==> src/rtl/hazard_sequencer.sv <==
// Hazard controller for a 5-stage MIPS pipeline: load-use bubbles, control-transfer
// fetch squashing, and a saturating count of PC-hold cycles.
//
// state     | meaning
// IDLE      | normal flow; Mealy decode of load-use / control hazards in ID
// CTRL_WAIT | remaining fetch-squash cycles after a control instruction
module hazard_sequencer #(
  parameter int CTRL_BUBBLES = 2,
  parameter int CNT_W        = 16
) (
  input  logic             clk,
  input  logic             reset,
  input  logic             id_valid,
  input  logic [5:0]       id_op,
  input  logic [5:0]       id_funct,
  input  logic [4:0]       id_rs,
  input  logic [4:0]       id_rt,
  input  logic             ex_memtoreg,
  input  logic [4:0]       ex_rt,
  output logic             pc_enable,
  output logic             if_id_enable,
  output logic             if_id_flush,
  output logic             id_ex_bubble,
  output logic             busy,
  output logic [CNT_W-1:0] stall_cycles
);

  localparam logic [5:0] OP_RTYPE = 6'b000000;
  localparam logic [5:0] OP_J     = 6'b000010;
  localparam logic [5:0] OP_JAL   = 6'b000011;
  localparam logic [5:0] OP_BEQ   = 6'b000100;
  localparam logic [5:0] OP_BNE   = 6'b000101;
  localparam logic [5:0] OP_SW    = 6'b101011;
  localparam logic [5:0] FN_JR    = 6'b001000;
  localparam logic [2:0] CNT_LOAD = 3'(CTRL_BUBBLES - 1);

  typedef enum logic {IDLE, CTRL_WAIT} state_t;

  state_t     state;
  logic [2:0] cnt;
  logic       is_ctrl;
  logic       uses_rt;
  logic       load_use;

  always_comb begin
    is_ctrl = id_valid &&
              ((id_op == OP_J) || (id_op == OP_JAL) || (id_op == OP_BEQ) ||
               (id_op == OP_BNE) || ((id_op == OP_RTYPE) && (id_funct == FN_JR)));
    uses_rt = (id_op == OP_RTYPE) || (id_op == OP_BEQ) ||
              (id_op == OP_BNE) || (id_op == OP_SW);
    load_use = id_valid && ex_memtoreg && (ex_rt != 5'd0) &&
               ((ex_rt == id_rs) || (uses_rt && (ex_rt == id_rt)));
  end

  // Outputs follow the inputs in IDLE and the state in CTRL_WAIT; reset forces safe values.
  always_comb begin
    pc_enable    = 1'b0;
    if_id_enable = 1'b0;
    if_id_flush  = 1'b0;
    id_ex_bubble = 1'b1;
    busy         = 1'b0;
    if (!reset) begin
      case (state)
        CTRL_WAIT: begin
          if_id_enable = 1'b1;
          if_id_flush  = 1'b1;
          id_ex_bubble = 1'b0;
          busy         = 1'b1;
        end
        default: begin
          if (load_use) begin
            id_ex_bubble = 1'b1;
          end else if (is_ctrl) begin
            if_id_enable = 1'b1;
            if_id_flush  = 1'b1;
            id_ex_bubble = 1'b0;
          end else begin
            pc_enable    = 1'b1;
            if_id_enable = 1'b1;
            id_ex_bubble = 1'b0;
          end
        end
      endcase
    end
  end

  always_ff @(posedge clk or posedge reset) begin
    if (reset) begin
      state        <= IDLE;
      cnt          <= 3'd0;
      stall_cycles <= '0;
    end else begin
      if (!pc_enable && (stall_cycles != {CNT_W{1'b1}}))
        stall_cycles <= stall_cycles + 1'b1;
      case (state)
        CTRL_WAIT: begin
          cnt <= cnt - 3'd1;
          if (cnt == 3'd1)
            state <= IDLE;
        end
        default: begin
          // A single-cycle squash is fully covered by the detect cycle.
          if (!load_use && is_ctrl && (CTRL_BUBBLES > 1)) begin
            cnt   <= CNT_LOAD;
            state <= CTRL_WAIT;
          end
        end
      endcase
    end
  end

endmodule

==> config.mk <==
export PLATFORM = sky130hd
export DESIGN_NAME = hazard_sequencer
export DESIGN_NICKNAME = d
export VERILOG_FILES = /design/src/rtl/hazard_sequencer.sv
export SDC_FILE = /design/constraint.sdc
export NUM_CORES = 1
export LEC_CHECK = 0
export ABC_CLOCK_PERIOD_IN_PS = 2000
export BUFFER_PORTS_ARGS = -buffer_cell sky130_fd_sc_hd__buf_2
export CAP_MARGIN = 20
export CELL_PAD_IN_SITES_DETAIL_PLACEMENT = 0
export CELL_PAD_IN_SITES_GLOBAL_PLACEMENT = 2
export CORE_UTILIZATION = 27
export DETAILED_ROUTE_END_ITERATION = 8
export PLACE_DENSITY_LB_ADDON = 0.3
export SYNTH_ARGS = -nofsm -noshare
export SYNTH_HDL_FRONTEND = slang
export SYNTH_SLANG_ARGS = --single-unit
==> constraint.sdc <==
create_clock -name clk -period 2 [get_ports clk]
set_input_delay 0.1 -clock clk [delete_from_list [all_inputs] [get_ports clk]]
set_output_delay 0.1 -clock clk [all_outputs]
set_load 0.05 [all_outputs]
==> Word level (Yosys, flattened, before mapping) <==
Index checks and enable logic that the tools add are counted.
{ "totals": {"elab_cells": 57, "regBits": 20} }
{ "op_classes": {"n_eq_ne": 10, "n_reduce_logical": 21, "n_addsub": 2, "mux": 21} }
{ "op_table": {"columns": ["cell", "count"], "rows": [
  ["$mux W1", 19],
  ["$add A16 B1 Y16 const B", 1],
  ["$ne A16 B16 Y1 const B", 1],
  ["$eq A6 B2 Y1 const B", 2],
  ["$eq A6 B3 Y1 const B", 2],
  ["$eq A5 B5 Y1", 2],
  ["$logic_and A1 B1 Y1", 8],
  ["$logic_or A1 B1 Y1", 8],
  ["$eq A6 B4 Y1 const B", 1],
  ["$eq A6 B6 Y1 const B", 1],
  ["$logic_not A6 Y1", 1],
  ["$mux W3", 2],
  ["$reduce_bool A5 Y1", 1],
  ["$eq A3 B1 Y1 const B", 1],
  ["$sub A3 B1 Y3 const B", 1],
  ["$logic_not A1 Y1", 2],
  ["$reduce_bool A2 Y1", 1]
]} }

==> Logic depth before layout (Yosys ltp) <==
{ "logic_depth": {"ltp_word": 12, "mapped_depth": 9, "mapped_depth_nobuf": 7} }

==> Worst setup path before layout <==
Ideal clock, no wire load.
{ "synth_path": {"path_kind": "input-to-output", "startpoint": "input port id_op[0]", "endpoint": "output port if_id_enable", "slack_ps": -1011, "path_stages": 6, "required_ps": 1900, "arrival_time_ps": 2911, "path_buffers": 0, "path_cell_list": "nor2b_1 > or4_4 > a2111oi_4 > o21ai_2 > o21ai_0 > inv_1"} }
{ "synth_via": {"elab_chain_len": 10, "elab_cells_between_ends": 13, "classes_between": "3 x eq/ne; 3 x mux; 7 x reduce/logical"} }
{ "synth_rtl": {"columns": ["element", "line", "text"], "rows": [
  ["from (decl)", "14", "input logic [5:0] id_op,"],
  ["$eq A6 B3 Y1 or $logic_not A6 Y1 (tied branches)", "49", "uses_rt = (id_op == OP_RTYPE) || (id_op == OP_BEQ) ||"],
  ["$logic_or A1 B1 Y1 (2 in a row)", "49", null],
  ["$logic_or A1 B1 Y1 *", "50", "(id_op == OP_BNE) || (id_op == OP_SW);"],
  ["$logic_and A1 B1 Y1 *", "52", "((ex_rt == id_rs) || (uses_rt && (ex_rt == id_rt)));"],
  ["$logic_or A1 B1 Y1 *", "52", null],
  ["$logic_and A1 B1 Y1 *", "51", "load_use = id_valid && ex_memtoreg && (ex_rt != 5'd0) &&"],
  ["$mux W1 *", "71", "if (load_use) begin"],
  ["$mux W1 *", "63", "case (state)"],
  ["$mux W1 *", "62", "if (!reset) begin"],
  ["to (decl)", "21", "output logic if_id_enable,"]
]} }
Mark *: on every way between the ends. The rest lies on a longest branch, timed or not.

==> Worst setup path in the final report <==
{ "layout_path": {"startpoint": "input port id_op[0]", "endpoint": "register stall_cycles[11]"} }
{ "layout_via": {"elab_chain_len": 12, "elab_cells_between_ends": 24, "classes_between": "5 x eq/ne; 4 x mux; 15 x reduce/logical"} }
{ "layout_rtl": {"columns": ["element", "line", "text"], "rows": [
  ["$eq A6 B2 Y1 (tied with other cells)", "47", "((id_op == OP_J) || (id_op == OP_JAL) || (id_op == OP_BEQ) ||"],
  ["$logic_or A1 B1 Y1, on equally long branches (2 in a row)", "47, 49", null],
  ["$logic_or A1 B1 Y1, on equally long branches", "47, 50", null],
  ["$logic_or A1 B1 Y1 or $logic_and A1 B1 Y1 (tied branches)", "48, 52", null],
  ["$logic_and A1 B1 Y1 or $logic_or A1 B1 Y1 (tied branches)", "46, 52", null],
  ["$mux W1 or $logic_and A1 B1 Y1 (tied branches)", "73, 51", null],
  ["$mux W1 *", "71", null],
  ["$mux W1 *", "63", null],
  ["$mux W1 *", "62", null],
  ["$logic_not A1 Y1 *", "93", "if (!pc_enable && (stall_cycles != {CNT_W{1'b1}}))"],
  ["$logic_and A1 B1 Y1 *", "93", null],
  ["to (signal assigned)", "94", "stall_cycles <= stall_cycles + 1'b1;"],
  ["to (decl)", "25", "output logic [CNT_W-1:0] stall_cycles"]
]} }
Marks and branches as above.
A chain may end at the register's enable or synchronous reset.

==> metrics.txt <==
status completed; Die ar. approximately 0.0048 mm2; Synth Flop Type dfrtp_1; syn avg cell area approximately 10 um2; initial antenna violation count 0; core box area around 0.0044 mm2; Clock Power Share 0.165; Worst R2R Start stall_cycles[7]$_DFFE_PP0P_; vias in the first global route ~1200; most frequent cells in the layout buf_2 (51), xnor2_1 (19), dfrtp_1 (15); unrepaired setup endpoints after global routing true; CP bufs+invs 2; crit-path leading delay family compound AO/OA/AOI/OAI gates; # rows 24; Fillers roughly 440; dpl hpwl 2460 um; Seq/Total Area, Yosys 0.4115; number of flops mapped to enable cells by yosys 0; FF/Latch Area 506.7 um2; Remaining Overflow, GRT 0; share of layout cells above drive strength 1 0.4516; Synth area leader dfrtp_1; worst path required time approximately 2.1 ns; Final GP Congestion about 0.74; via count between 1000 and 1500; Comb power frac 0.494; worst stage delay on the critical path roughly 0.43 ns; clock sinks 20; Flop pwr share 0.341; Async S/R FF share, synth 1.000; most common cell after layout, fill and taps aside buf_2; final slew viol count 0; Max rail drop VDD ~450 uV; Worst R2R Setup Slack ~0.17 ns; Slowest cell on crit path or4_4; leak pwr around 0.81 nW; dpl ws -0.1751 ns; worst setup path start id_op[0]; vias per cell roughly 4.8; CP Cell Sequence buf_2 -> nor2b_1 -> or4_4 -> a2111oi_4 -> o21ai_2 -> a31oi_4 -> buf_4 -> nand4_1 -> xnor2_1; DRT iter0 DRCs 57; critical path class in -> reg; Post-CTS Setup Bufs 0; Setup crit start kind primary input; multi-input logic area roughly 700 um2; htree depth 1; TritonCTS Buffers 3; Tcrit/Tclk final 0.9508; data arrival time of the critical path between 2 and 2.5 ns; clk buf depth 2; CTS root buffer clkbuf_8; I/O pin cnt between 50 and 60; final cell count without fillers 238; synth unique cells 29; n_diodes 0; switching part of the total power 0.4513; clock latency on the worst-skew pair roughly 0.26 ns; Synth Register Bits 20; Slew Limit Headroom 0.7656; largest net degree at the start of global routing 17; power per cell area about 1100 mW/mm2; Reg clk slew, reported paths 0.08 ns; Max FO, Critical Path 10; Synth top area share 0.4115; Synth warnings 0; die height just under 70 um; top cells by area, synth dfrtp_1 (41%), xnor2_1 (14%), nand4_1 (5.1%); initial core utilization 0.2793; max-cap check violation count 0; Final Critical Period 1.902 ns; slack of the critical path between 0.09 and 0.1 ns; worst hold path class in -> async; TritonRoute pass-1 iters 4; CTS tree yes; gr usage total 0.1403; Final Hold Vio Count 0; Worst-Margin Slew about 0.35 ns; Mapped Area 0.001216 mm2; Antenna Nets Post-Route 0; Final setup viols 0; Psw around 0.00084 W; Finished Core Util 0.3925; DRC 0; Nets about 220; P_int between 0.001 and 0.0015 W; Die W 69.12 um; placed cells between 200 and 250; port bufs between 50 and 60; worst clock skew 0.004952 ns; fmax 525.9 MHz; WL per Instance between 10 and 15 um; final WL between 3000 and 4000 um; first-pass GRT wire length 5506 um; Layout area overhead 40.54%; Mapped Nets ~150; Worst Setup End Kind register; Gate Count Post-Synth 120
[worst paths after layout]
check / cells past startpoint / end
max: 9 / stall_cycles[11]$_DFFE_PP0P_
min: 3 / cnt[1]$_DFFE_PP0P_
max reg2reg: 8 / stall_cycles[11]$_DFFE_PP0P_
min reg2reg: 2 / cnt[1]$_DFFE_PP0P_
max in group asynchronous: 4 / stall_cycles[0]$_DFFE_PP0P_
min in group clk: 5 / cnt[2]$_DFFE_PP0P_
[cell families after synthesis]
logic type | count (synthesis) | synth area share
mux | 4 | 0.03601
flops | 20 | 0.4115
fa+ha+maj | 3 | 0.03087
compound gates | 14 | 0.1029
xor+xnor | 24 | 0.1728
buf+inv | 9 | 0.03395
simple gates | 46 | 0.2119
[power by group through the flow]
stage / combinational [W] / clock, W / sequential (W)
after floorplan: 0.000385 / 0 / 0.000885
after global placement: 0.000908 / 0 / 0.000635
after detailed placement: 0.000918 / 0 / 0.000639
after CTS: 0.000929 / 0.000322 / 0.000633
after global routing: 0.000999 / 0.000339 / 0.000650
final: 0.000921 / 0.000308 / 0.000635
[synthesized netlist by cell type (2+ instances only)]
library cell,number
xnor2_1,19
mux2_2,3
nor3_1,3
ha_1,3
nand3_1,6
xor2_1,5
nor4b_1,2
nand4_1,10
inv_1,7
nor2_1,4
nand2_1,9
o21ai_0,7
and3_1,6
nor2b_1,2
dfrtp_1,20
[repair_timing]
action / CTS / global route
hold buffers: 1 / 0
gates resized for setup: 1 / 1
pin swaps: 0 / 0
endpoints found under the hold margin: 4 / 0
endpoints found under the setup margin: 1 / 1
[worst min-delay path, stage by stage]
cell           delay (ns)
dlygate4sd3_1        0.53
buf_2                0.16
inv_1                0.28
[per-layer routing]
layer	vias up	part of all wire	GRT usage
met2	20	0.50	0.2373
met3	4	0.026	0.04094
met4	0	0.0086	0.03855
met1	556	0.46	0.1731
met5	-	0	0
li1	556	-	-
[through the flow]
stage / power [W] / hold WS [ns] / area (um2) / TNS, ns
global route: 0.001987 / 0.4034 / 1709 / -0.003088
detailed placement: 0.001557 / 0.1278 / 1640 / -1.700
CTS: 0.001884 / 0.3929 / 1705 / 0
floorplan: 0.001270 / 0.1252 / 1245 / -0.01763
finish: 0.001863 / 0.4021 / 1709 / 0
global placement: 0.001543 / 0.1176 / 1640 / -1.171
[registers in the layout (all words and copies together) (netlist names)]
| name | flops |
|---|---|
| state | 1 |
| cnt | 3 |
| stall_cycles | 16 |
[area by class of cell]
class,count,share of cell area
Clock buffer,4,0.03221
Inverter,7,0.01537
Multi-Input combinational cell,91,0.4100
Sequential cell,20,0.2965
Tap cell,52,0.03807
Timing Repair Buffer,64,0.2079
No activity file was read; power rests on OpenSTA's default activity.
